## config.mk

```make
export PLATFORM = sky130hd
export DESIGN_NAME = seq_mac_acc
export DESIGN_NICKNAME = d
export VERILOG_FILES = /design/src/rtl/mac_pkg.sv /design/src/rtl/seq_mul_core.sv /design/src/rtl/seq_mac_acc.sv
export SDC_FILE = /design/constraint.sdc
export NUM_CORES = 1
export LEC_CHECK = 0
export BUFFER_PORTS_ARGS = -buffer_cell sky130_fd_sc_hd__buf_2
export CAP_MARGIN = 20
export CORE_MARGIN = 10
export CORE_UTILIZATION = 35
export CTS_BUF_LIST = sky130_fd_sc_hd__clkbuf_2 sky130_fd_sc_hd__clkbuf_4 sky130_fd_sc_hd__clkbuf_8
export DETAILED_ROUTE_END_ITERATION = 8
export RECOVER_POWER = 100
export SETUP_SLACK_MARGIN = 0.1
export SYNTH_ARGS = -nofsm -noshare
export SYNTH_HDL_FRONTEND = slang
export SYNTH_SLANG_ARGS = --single-unit
```

## constraint.sdc

```tcl
create_clock -name clk -period 7.8 [get_ports clk]
set_input_delay 1.56 -clock clk [delete_from_list [all_inputs] [get_ports clk]]
set_output_delay 1.56 -clock clk [all_outputs]
set_load 0.05 [all_outputs]
```

## src/rtl/mac_pkg.sv

```systemverilog
`default_nettype none
// ============================================================================
//  Module   : mac_pkg
//  Purpose  : Shared constants for the sequential multiply-accumulate block:
//             default operand widths and FSM state encoding.
//  Revision : 1.0  initial release
// ============================================================================
package mac_pkg;

  // Default operand widths (A is La bits, B is Lb bits)
  localparam int unsigned c_LA_DEFAULT = 4;
  localparam int unsigned c_LB_DEFAULT = 4;

  // Controller state encoding
  localparam logic [1:0] c_ST_IDLE = 2'd0;
  localparam logic [1:0] c_ST_MUL  = 2'd1;
  localparam logic [1:0] c_ST_ADD  = 2'd2;
  localparam logic [1:0] c_ST_DONE = 2'd3;

endpackage : mac_pkg
`default_nettype wire

```

## src/rtl/seq_mul_core.sv

```systemverilog
`default_nettype none
// ============================================================================
//  Module   : seq_mul_core
//  Purpose  : Radix-2 shift-add multiplier, one bit of B per cycle, LSB
//             first. In signed mode the MSB partial product is subtracted,
//             which gives an exact two's-complement product.
//  Revision : 1.0  initial release
// ============================================================================
module seq_mul_core
  import mac_pkg::*;
#(
  parameter int La = c_LA_DEFAULT,
  parameter int Lb = c_LB_DEFAULT
) (
  input  logic             clk,
  input  logic             rst_n,
  input  logic             i_load,   // capture operands, clear partial product
  input  logic             i_run,    // process one multiplier bit this cycle
  input  logic [La-1:0]    i_a,
  input  logic [Lb-1:0]    i_b,
  input  logic             i_sg,
  output logic [La+Lb-1:0] product,
  output logic             done      // last multiplier bit handled this cycle
);

  localparam int LP = La + Lb;
  localparam int CW = $clog2(Lb + 1);
  localparam logic [CW-1:0] c_LAST = CW'(Lb - 1);

  logic [LP-1:0] r_mcand;   // multiplicand, shifted left once per bit
  logic [LP-1:0] r_acc;     // partial product
  logic [Lb-1:0] r_mplr;    // multiplier, shifted right once per bit
  logic [CW-1:0] r_cnt;     // index of the multiplier bit being processed
  logic          r_sg;

  logic [LP-1:0] w_a_ext;
  logic          w_msb;

  // The multiplicand is widened to the full product width up front so each
  // shifted copy already carries its sign.
  assign w_a_ext = {{Lb{i_sg & i_a[La-1]}}, i_a};
  assign w_msb   = (r_cnt == c_LAST);

  // Load operands on accept, then one shift-add step per run cycle
  always_ff @(posedge clk or negedge rst_n) begin
    if (!rst_n) begin
      r_mcand <= '0;
      r_acc   <= '0;
      r_mplr  <= '0;
      r_cnt   <= '0;
      r_sg    <= 1'b0;
    end else if (i_load) begin
      r_mcand <= w_a_ext;
      r_acc   <= '0;
      r_mplr  <= i_b;
      r_cnt   <= '0;
      r_sg    <= i_sg;
    end else if (i_run) begin
      if (r_mplr[0]) begin
        // B's MSB has negative weight in two's complement
        r_acc <= (r_sg && w_msb) ? (r_acc - r_mcand) : (r_acc + r_mcand);
      end
      r_mcand <= r_mcand << 1;
      r_mplr  <= r_mplr >> 1;
      r_cnt   <= w_msb ? '0 : (r_cnt + CW'(1));
    end
  end

  assign product = r_acc;
  assign done    = i_run & w_msb;

endmodule : seq_mul_core
`default_nettype wire

```

## src/rtl/seq_mac_acc.sv

```systemverilog
`default_nettype none
// ============================================================================
//  Module   : seq_mac_acc
//  Purpose  : Sequential multiply-add / multiply-accumulate. Computes
//             Y = C + A*B, or Y = Y + A*B in accumulate mode, signed or
//             unsigned, with a sticky overflow flag for accumulation and
//             valid/ready handshakes on both sides.
//  Revision : 1.0  initial release
// ============================================================================
module seq_mac_acc
  import mac_pkg::*;
#(
  parameter int La = c_LA_DEFAULT,
  parameter int Lb = c_LB_DEFAULT,
  parameter int Lc = La + Lb,
  parameter int Ly = La + Lb + 1
) (
  input  logic          clk,
  input  logic          rst_n,
  input  logic          in_valid,
  output logic          in_ready,
  input  logic [La-1:0] A,
  input  logic [Lb-1:0] B,
  input  logic [Lc-1:0] C,
  input  logic          sg,
  input  logic          acc_en,
  input  logic          acc_clr,
  output logic          out_valid,
  input  logic          out_ready,
  output logic [Ly-1:0] Y,
  output logic          ovf
);

  localparam int LP = La + Lb;

  logic [1:0]    r_state;
  logic [1:0]    w_state_nxt;
  logic [Lc-1:0] r_c;
  logic          r_sg;
  logic          r_acc_en;
  logic [Ly-1:0] r_y;       // accumulator, also the visible result
  logic          r_ovf;

  logic          w_idle;
  logic          w_accept;
  logic          w_clr;
  logic          w_run;
  logic          w_mul_done;
  logic [LP-1:0] w_product;
  logic [Ly-1:0] w_p_ext;
  logic [Ly-1:0] w_c_ext;
  logic [Ly-1:0] w_addend;
  logic [Ly:0]   w_sum;
  logic          w_ovf_now;

  assign w_idle   = (r_state == c_ST_IDLE);
  assign w_accept = w_idle & in_valid;
  assign w_clr    = w_idle & acc_clr;
  assign w_run    = (r_state == c_ST_MUL);

  seq_mul_core #(
    .La (La),
    .Lb (Lb)
  ) u_core (
    .clk     (clk),
    .rst_n   (rst_n),
    .i_load  (w_accept),
    .i_run   (w_run),
    .i_a     (A),
    .i_b     (B),
    .i_sg    (sg),
    .product (w_product),
    .done    (w_mul_done)
  );

  // Widen product and addend to the result width according to signedness;
  // the extra top bit of w_sum is the unsigned carry out.
  assign w_p_ext   = {{(Ly-LP){r_sg & w_product[LP-1]}}, w_product};
  assign w_c_ext   = {{(Ly-Lc){r_sg & r_c[Lc-1]}}, r_c};
  assign w_addend  = r_acc_en ? r_y : w_c_ext;
  assign w_sum     = {1'b0, w_addend} + {1'b0, w_p_ext};
  assign w_ovf_now = r_acc_en &
                     (r_sg ? ((w_addend[Ly-1] == w_p_ext[Ly-1]) &&
                              (w_sum[Ly-1]    != w_addend[Ly-1]))
                           : w_sum[Ly]);

  // Next-state decode: IDLE -> MUL (Lb cycles) -> ADD -> DONE -> IDLE
  always_comb begin
    w_state_nxt = r_state;
    case (r_state)
      c_ST_IDLE: if (in_valid)   w_state_nxt = c_ST_MUL;
      c_ST_MUL:  if (w_mul_done) w_state_nxt = c_ST_ADD;
      c_ST_ADD:                  w_state_nxt = c_ST_DONE;
      c_ST_DONE: if (out_ready)  w_state_nxt = c_ST_IDLE;
      default:                   w_state_nxt = c_ST_IDLE;
    endcase
  end

  // State register
  always_ff @(posedge clk or negedge rst_n) begin
    if (!rst_n) r_state <= c_ST_IDLE;
    else        r_state <= w_state_nxt;
  end

  // Capture the non-multiplier operands on accept; later input changes are ignored
  always_ff @(posedge clk or negedge rst_n) begin
    if (!rst_n) begin
      r_c      <= '0;
      r_sg     <= 1'b0;
      r_acc_en <= 1'b0;
    end else if (w_accept) begin
      r_c      <= C;
      r_sg     <= sg;
      r_acc_en <= acc_en;
    end
  end

  // Accumulator and sticky overflow; a clear in IDLE takes effect before an
  // operation accepted in the same cycle reaches ADD.
  always_ff @(posedge clk or negedge rst_n) begin
    if (!rst_n) begin
      r_y   <= '0;
      r_ovf <= 1'b0;
    end else if (r_state == c_ST_ADD) begin
      r_y <= w_sum[Ly-1:0];
      if (w_ovf_now) r_ovf <= 1'b1;
    end else if (w_clr) begin
      r_y   <= '0;
      r_ovf <= 1'b0;
    end
  end

  assign in_ready  = w_idle;
  assign out_valid = (r_state == c_ST_DONE);
  assign Y         = r_y;
  assign ovf       = r_ovf;

endmodule : seq_mac_acc
`default_nettype wire
```

# Yosys cells after proc, flatten, opt, wreduce, memory -nomap -nowiden
# Index checks and enable logic that the tools add are counted.
# totals
output_inout_bits	12
ff_bits	45
inputBits	23
wordCells	62
# classes
n_reduce_logical	9
addsub	4
eq_ne	10
mux	22
bitwise_logic	7
# op_table
operator	count
$mux 8	6
$mux 9	3
$add 9x9->10	1
$mux 3	3
$add 8x8->8	1
$mux 4	2
$pmux 2 s4	1
$sub 8x8->8	1
$and 1x1->1	7
$mux 2	3
$ne 2x2->1 const B	3
$reduce_bool 2->1	3
$eq 2x2->1 const B	2
$mux 1	4
$reduce_and 2->1	2
$add 3x1->3 const B	1
$eq 3x2->1 const B	1
$reduce_and 3->1	1
$eq 2x1->1 const B	1
$logic_and 1x1->1	2
$logic_not 2->1	1
$ne 2x1->1 const B	1
$eq 1x1->1	1
$ne 1x1->1	1

# Logic depth before layout (Yosys ltp)
# logic_depth
depth_word	9
depth_mapped	12
depth_no_buf	11

# By module
# From an unflattened synthesis, not the netlist that was laid out.
# unflattened
cells_unflattened	290
area_unflattened_um2	2882.8
# modules_own_cells
module	seq_area_each_um2	instances	area_each_um2	cells_each
seq_mul_core	600.6	1	1465.2	156
seq_mac_acc	550.5	1	1417.6	134

# Least setup slack after synthesis
# OpenSTA, ideal clock, no wires.
# synth_timing
path_type	reg-to-reg
start	reg u_core.r_cnt[0]
end	reg u_core.r_acc[6], in the netlist u_core.product[6]
path_stages_with_launch	12
t_required_ns	7.731
synth_period_minus_slack_ns	2.594
setup_time_ns	0.069
slack_ns	5.206
n_path_buf	1
arrival_time_ns	2.526
path_cell_list	dfrtp_1 > ha_1 > and3b_1 > buf_2 > mux2_2 > fa_1 > nor2b_1 > o21ai_0 > a21oi_1 > o21ai_0 > or4_1 > nand3_1
# synth_via
elab_chain_len	6
# synth_lines
item	line	text
from (decl)	seq_mul_core.sv:33	logic [CW-1:0] r_cnt;
from (signal assigned)	seq_mul_core.sv:65	r_cnt <= w_msb ? '0 : (r_cnt + CW'(1));
$eq 3x2->1	seq_mul_core.sv:42	assign w_msb = (r_cnt == c_LAST);
$logic_and 1x1->1	seq_mul_core.sv:61	r_acc <= (r_sg && w_msb) ? (r_acc - r_mcand) : (r_acc + r_mcand);
$mux 8	seq_mul_core.sv:61	
$mux 8	seq_mul_core.sv:59	if (r_mplr[0]) begin
$mux 8	seq_mul_core.sv:58	end else if (i_run) begin
$mux 8	seq_mul_core.sv:52	end else if (i_load) begin
to (signal assigned)	seq_mul_core.sv:61	
to (decl)	seq_mul_core.sv:31	logic [LP-1:0] r_acc;
# No other way between the ends. The select of a mux whose other input is x is not followed.
# A chain may end at the register's enable or synchronous reset.

==> flow_metrics.tcl <==
set metrics [dict create \
    critPathBufInv 2 \
    drc_errors 0 \
    die_h_um 110 \
    critPathMaxStageDelay_ns 1.31 \
    synth_ff_type "dfrtp_1" \
    period_minus_slack_ns 3.34 \
    cts_resized 0 \
    ir_drop_v 0.000109 \
    placeableCoreArea_sq_mm 0.00777 \
    postCtsHoldBufs 0 \
    ant_nets 0 \
    r2r-start "r_acc_en" \
    io_buffers 34 \
    cp_cell_sequence "clkbuf_1, clkbuf_1" \
    ys_seq_elements 45 \
    start_util 0.361 \
    startpoint "rst_n" \
    synthTopCellsByArea "dfrtp_1 40%, ha_1 9.8%, nand2_1 8.8%" \
    routedWlPerCell_um 13.4 \
    cpMaxStageDelayCell "clkbuf_1" \
    p_leak_nw 1.49 \
    crit_path_end_kind "async pin" \
    syn_area_sq_mm 0.00281 \
    firstDrtPassIters 4 \
    cts_tree "yes" \
    clock.fmax_mhz 300 \
    synth_largest_area_cell "dfrtp_1" \
    clk_pin_slew_ns 0.09 \
    overflow 0 \
    grt_max_degree 46 \
    tns_ns 0 \
    grt_usage 0.105 \
    n_antenna_cell 0 \
    cp.depth 2 \
    std_cell_rows 32 \
    crit_end "u_core.product[1]" \
    drt_iter0_markers 97 \
    drv_cap 2 \
    worstSetupPathType "input port to async pin" \
    hold_viol 0 \
    status "complete, but fails checks" \
    critPathTopFamily "buffers and inverters" \
    cellPowerDensity_mw_per_mm2 436 \
    wl_um 6020 \
    r2r_slack_ns 4.97 \
    postLayoutCoreUtil 0.407 \
    hpwl_um 4510 \
    pin_count 35 \
    synth_edf_count 0 \
    clkSinkCount 45 \
    h-tree-depth 2 \
    syn_inst 314 \
    grt_pass1_vias 2271 \
    drive_gt1_frac 0.112 \
    fin_nets 393 \
    cp_common_cell "clkbuf_1" \
    async_flop_share 1.00 \
    clk_latency_ns 0.29 \
    fin_skew_ns 0.00632 \
    fillCellCount 828 \
    violations "capacitance limit, slew limit" \
    hold_class "register to register" \
    synth_warnings 0 \
    syn-num-nets 361 \
    grt_pass1_wl_um 10400 \
    vias 2245 \
    cts_setup_buffers 0 \
    syn_avg_cell_area_sq_um 8.94 \
    routabilityCongestion 0.821 \
    synth.top_cell.area_share 0.401 \
    die_x_um 110 \
    drv_slew 71 \
    hold_start "r_c[0]" \
    finalSetupViolCount 0 \
    relSlewSlack -0.154 \
    root_buffer "clkbuf_8" \
    reg2reg_depth 10 \
    area_growth_pct 12.6 \
    cp.arrival_ns 3.42 \
    numCtsBuffers 5 \
    ys_top_cells_by_count "66 x nand2_1, 45 x dfrtp_1, 26 x o21ai_0" \
    required_ns 7.89 \
    dieArea_sq_mm 0.0120 \
    rsz0062_at_grt "no" \
    worst_pin_slew_ns 1.73 \
    yosysMostFrequentCell "nand2_1" \
    crit_fanout 32 \
    yosysSeqAreaShare 0.401 \
    clk_path_buf_depth 2 \
    antenna_found_initial 0 \
    final.period_utilization 0.428 \
    via_per_inst 5.00 \
    r2r_end "ovf" \
    ys_types 41 \
    startpoint_type "input port" \
]
## per-stage QoR
step                      hold slack (ns)  setup WS [ns]  power [mW]  cells  instance area (sq um)
after floorplan                     0.442           5.21        1.04    314                   2810
after global placement              0.465           5.07        1.19    440                   3070
after detailed placement            0.469           5.02        1.21    440                   3070
after CTS                           0.490           4.83        1.40    448                   3190
after global routing                0.503           3.95        1.52    449                   3160
final                               0.487           4.46        1.38    449                   3160
## sequential cells by signal (all words and copies together), names as in the netlist
name	count
u_core.r_mcand	8
Y	9
u_core.r_sg	1
r_c	8
r_acc_en	1
ovf	1
u_core.r_cnt	3
u_core.r_mplr	4
u_core.product	8
r_state	2
## layout by cell type (no fill, tap or decap), drive strengths merged, types with 2 or more instances in the layout
| cell type | synthesis | routed |
|---|---|---|
| a211oi | 3 | 3 |
| dfrtp | 45 | 45 |
| o21ai | 27 | 27 |
| ha | 22 | 22 |
| a21oi | 21 | 21 |
| nand2b | 5 | 5 |
| mux2 | 9 | 9 |
| nor4b | 2 | 2 |
| a31oi | 6 | 6 |
| clkbuf | 6 | 24 |
| nand2 | 66 | 66 |
| nand3b | 3 | 3 |
| o31ai | 3 | 3 |
| nor2 | 13 | 13 |
| inv | 20 | 20 |
| o21a | 2 | 2 |
| xor2 | 4 | 4 |
| nor2b | 5 | 5 |
| and2 | 3 | 3 |
| buf | 5 | 19 |
| mux2i | 12 | 12 |
| fa | 2 | 2 |
| xnor2 | 8 | 8 |
| nor3 | 6 | 6 |
| nand3 | 5 | 5 |
## kinds of logic after synthesis
| kind of cell | count (synthesis) | share of synthesized area |
|---|---|---|
| adder cells (fa/ha/maj) | 24 | 0.112 |
| XOR/XNOR | 12 | 0.0374 |
| flip-flops | 45 | 0.401 |
| buffers and inverters | 31 | 0.0428 |
| AO/OA/AOI/OAI | 68 | 0.144 |
| AND/OR/NAND/NOR | 113 | 0.184 |
| multiplexers | 21 | 0.0789 |
## final cells by class
cell class / instances / area [sq um] / area share
multi-input cells: 238 / 1550 / 0.491
clock inverters: 1 / 30.0 / 0.00950
well taps: 102 / 128 / 0.0404
flip-flops and latches: 45 / 1130 / 0.356
clock buffers: 7 / 90.1 / 0.0285
inverters: 20 / 75.1 / 0.0237
repair buffers: 36 / 159 / 0.0503
## worst min path at each step
stage	slack (ns)	to	cells past startpoint
finish	0.49	r_c[0]	2
global route	0.50	r_c[0]	2
CTS	0.49	r_c[0]	2
detailed placement	0.47	r_c[5]	2
global placement	0.46	r_c[3]	2
floorplan	0.44	r_c[0]	2
## power breakdown
group / switching [mW] / leakage, nW / internal (mW) / total [mW]
logic: 0.460 / 0.850 / 0.315 / 0.775
clock network: 0.0803 / 0.0619 / 0.108 / 0.188
registers: 0.0873 / 0.575 / 0.328 / 0.415
## routing by layer
layer	GRT usage	vias up	wire length, um
li1	-	1154	-
met1	0.130	1048	2770
met2	0.179	41	2840
met3	0.0310	2	383
met4	0.0223	0	31
met5	0	-	0
(Power assumes the default switching activity.)
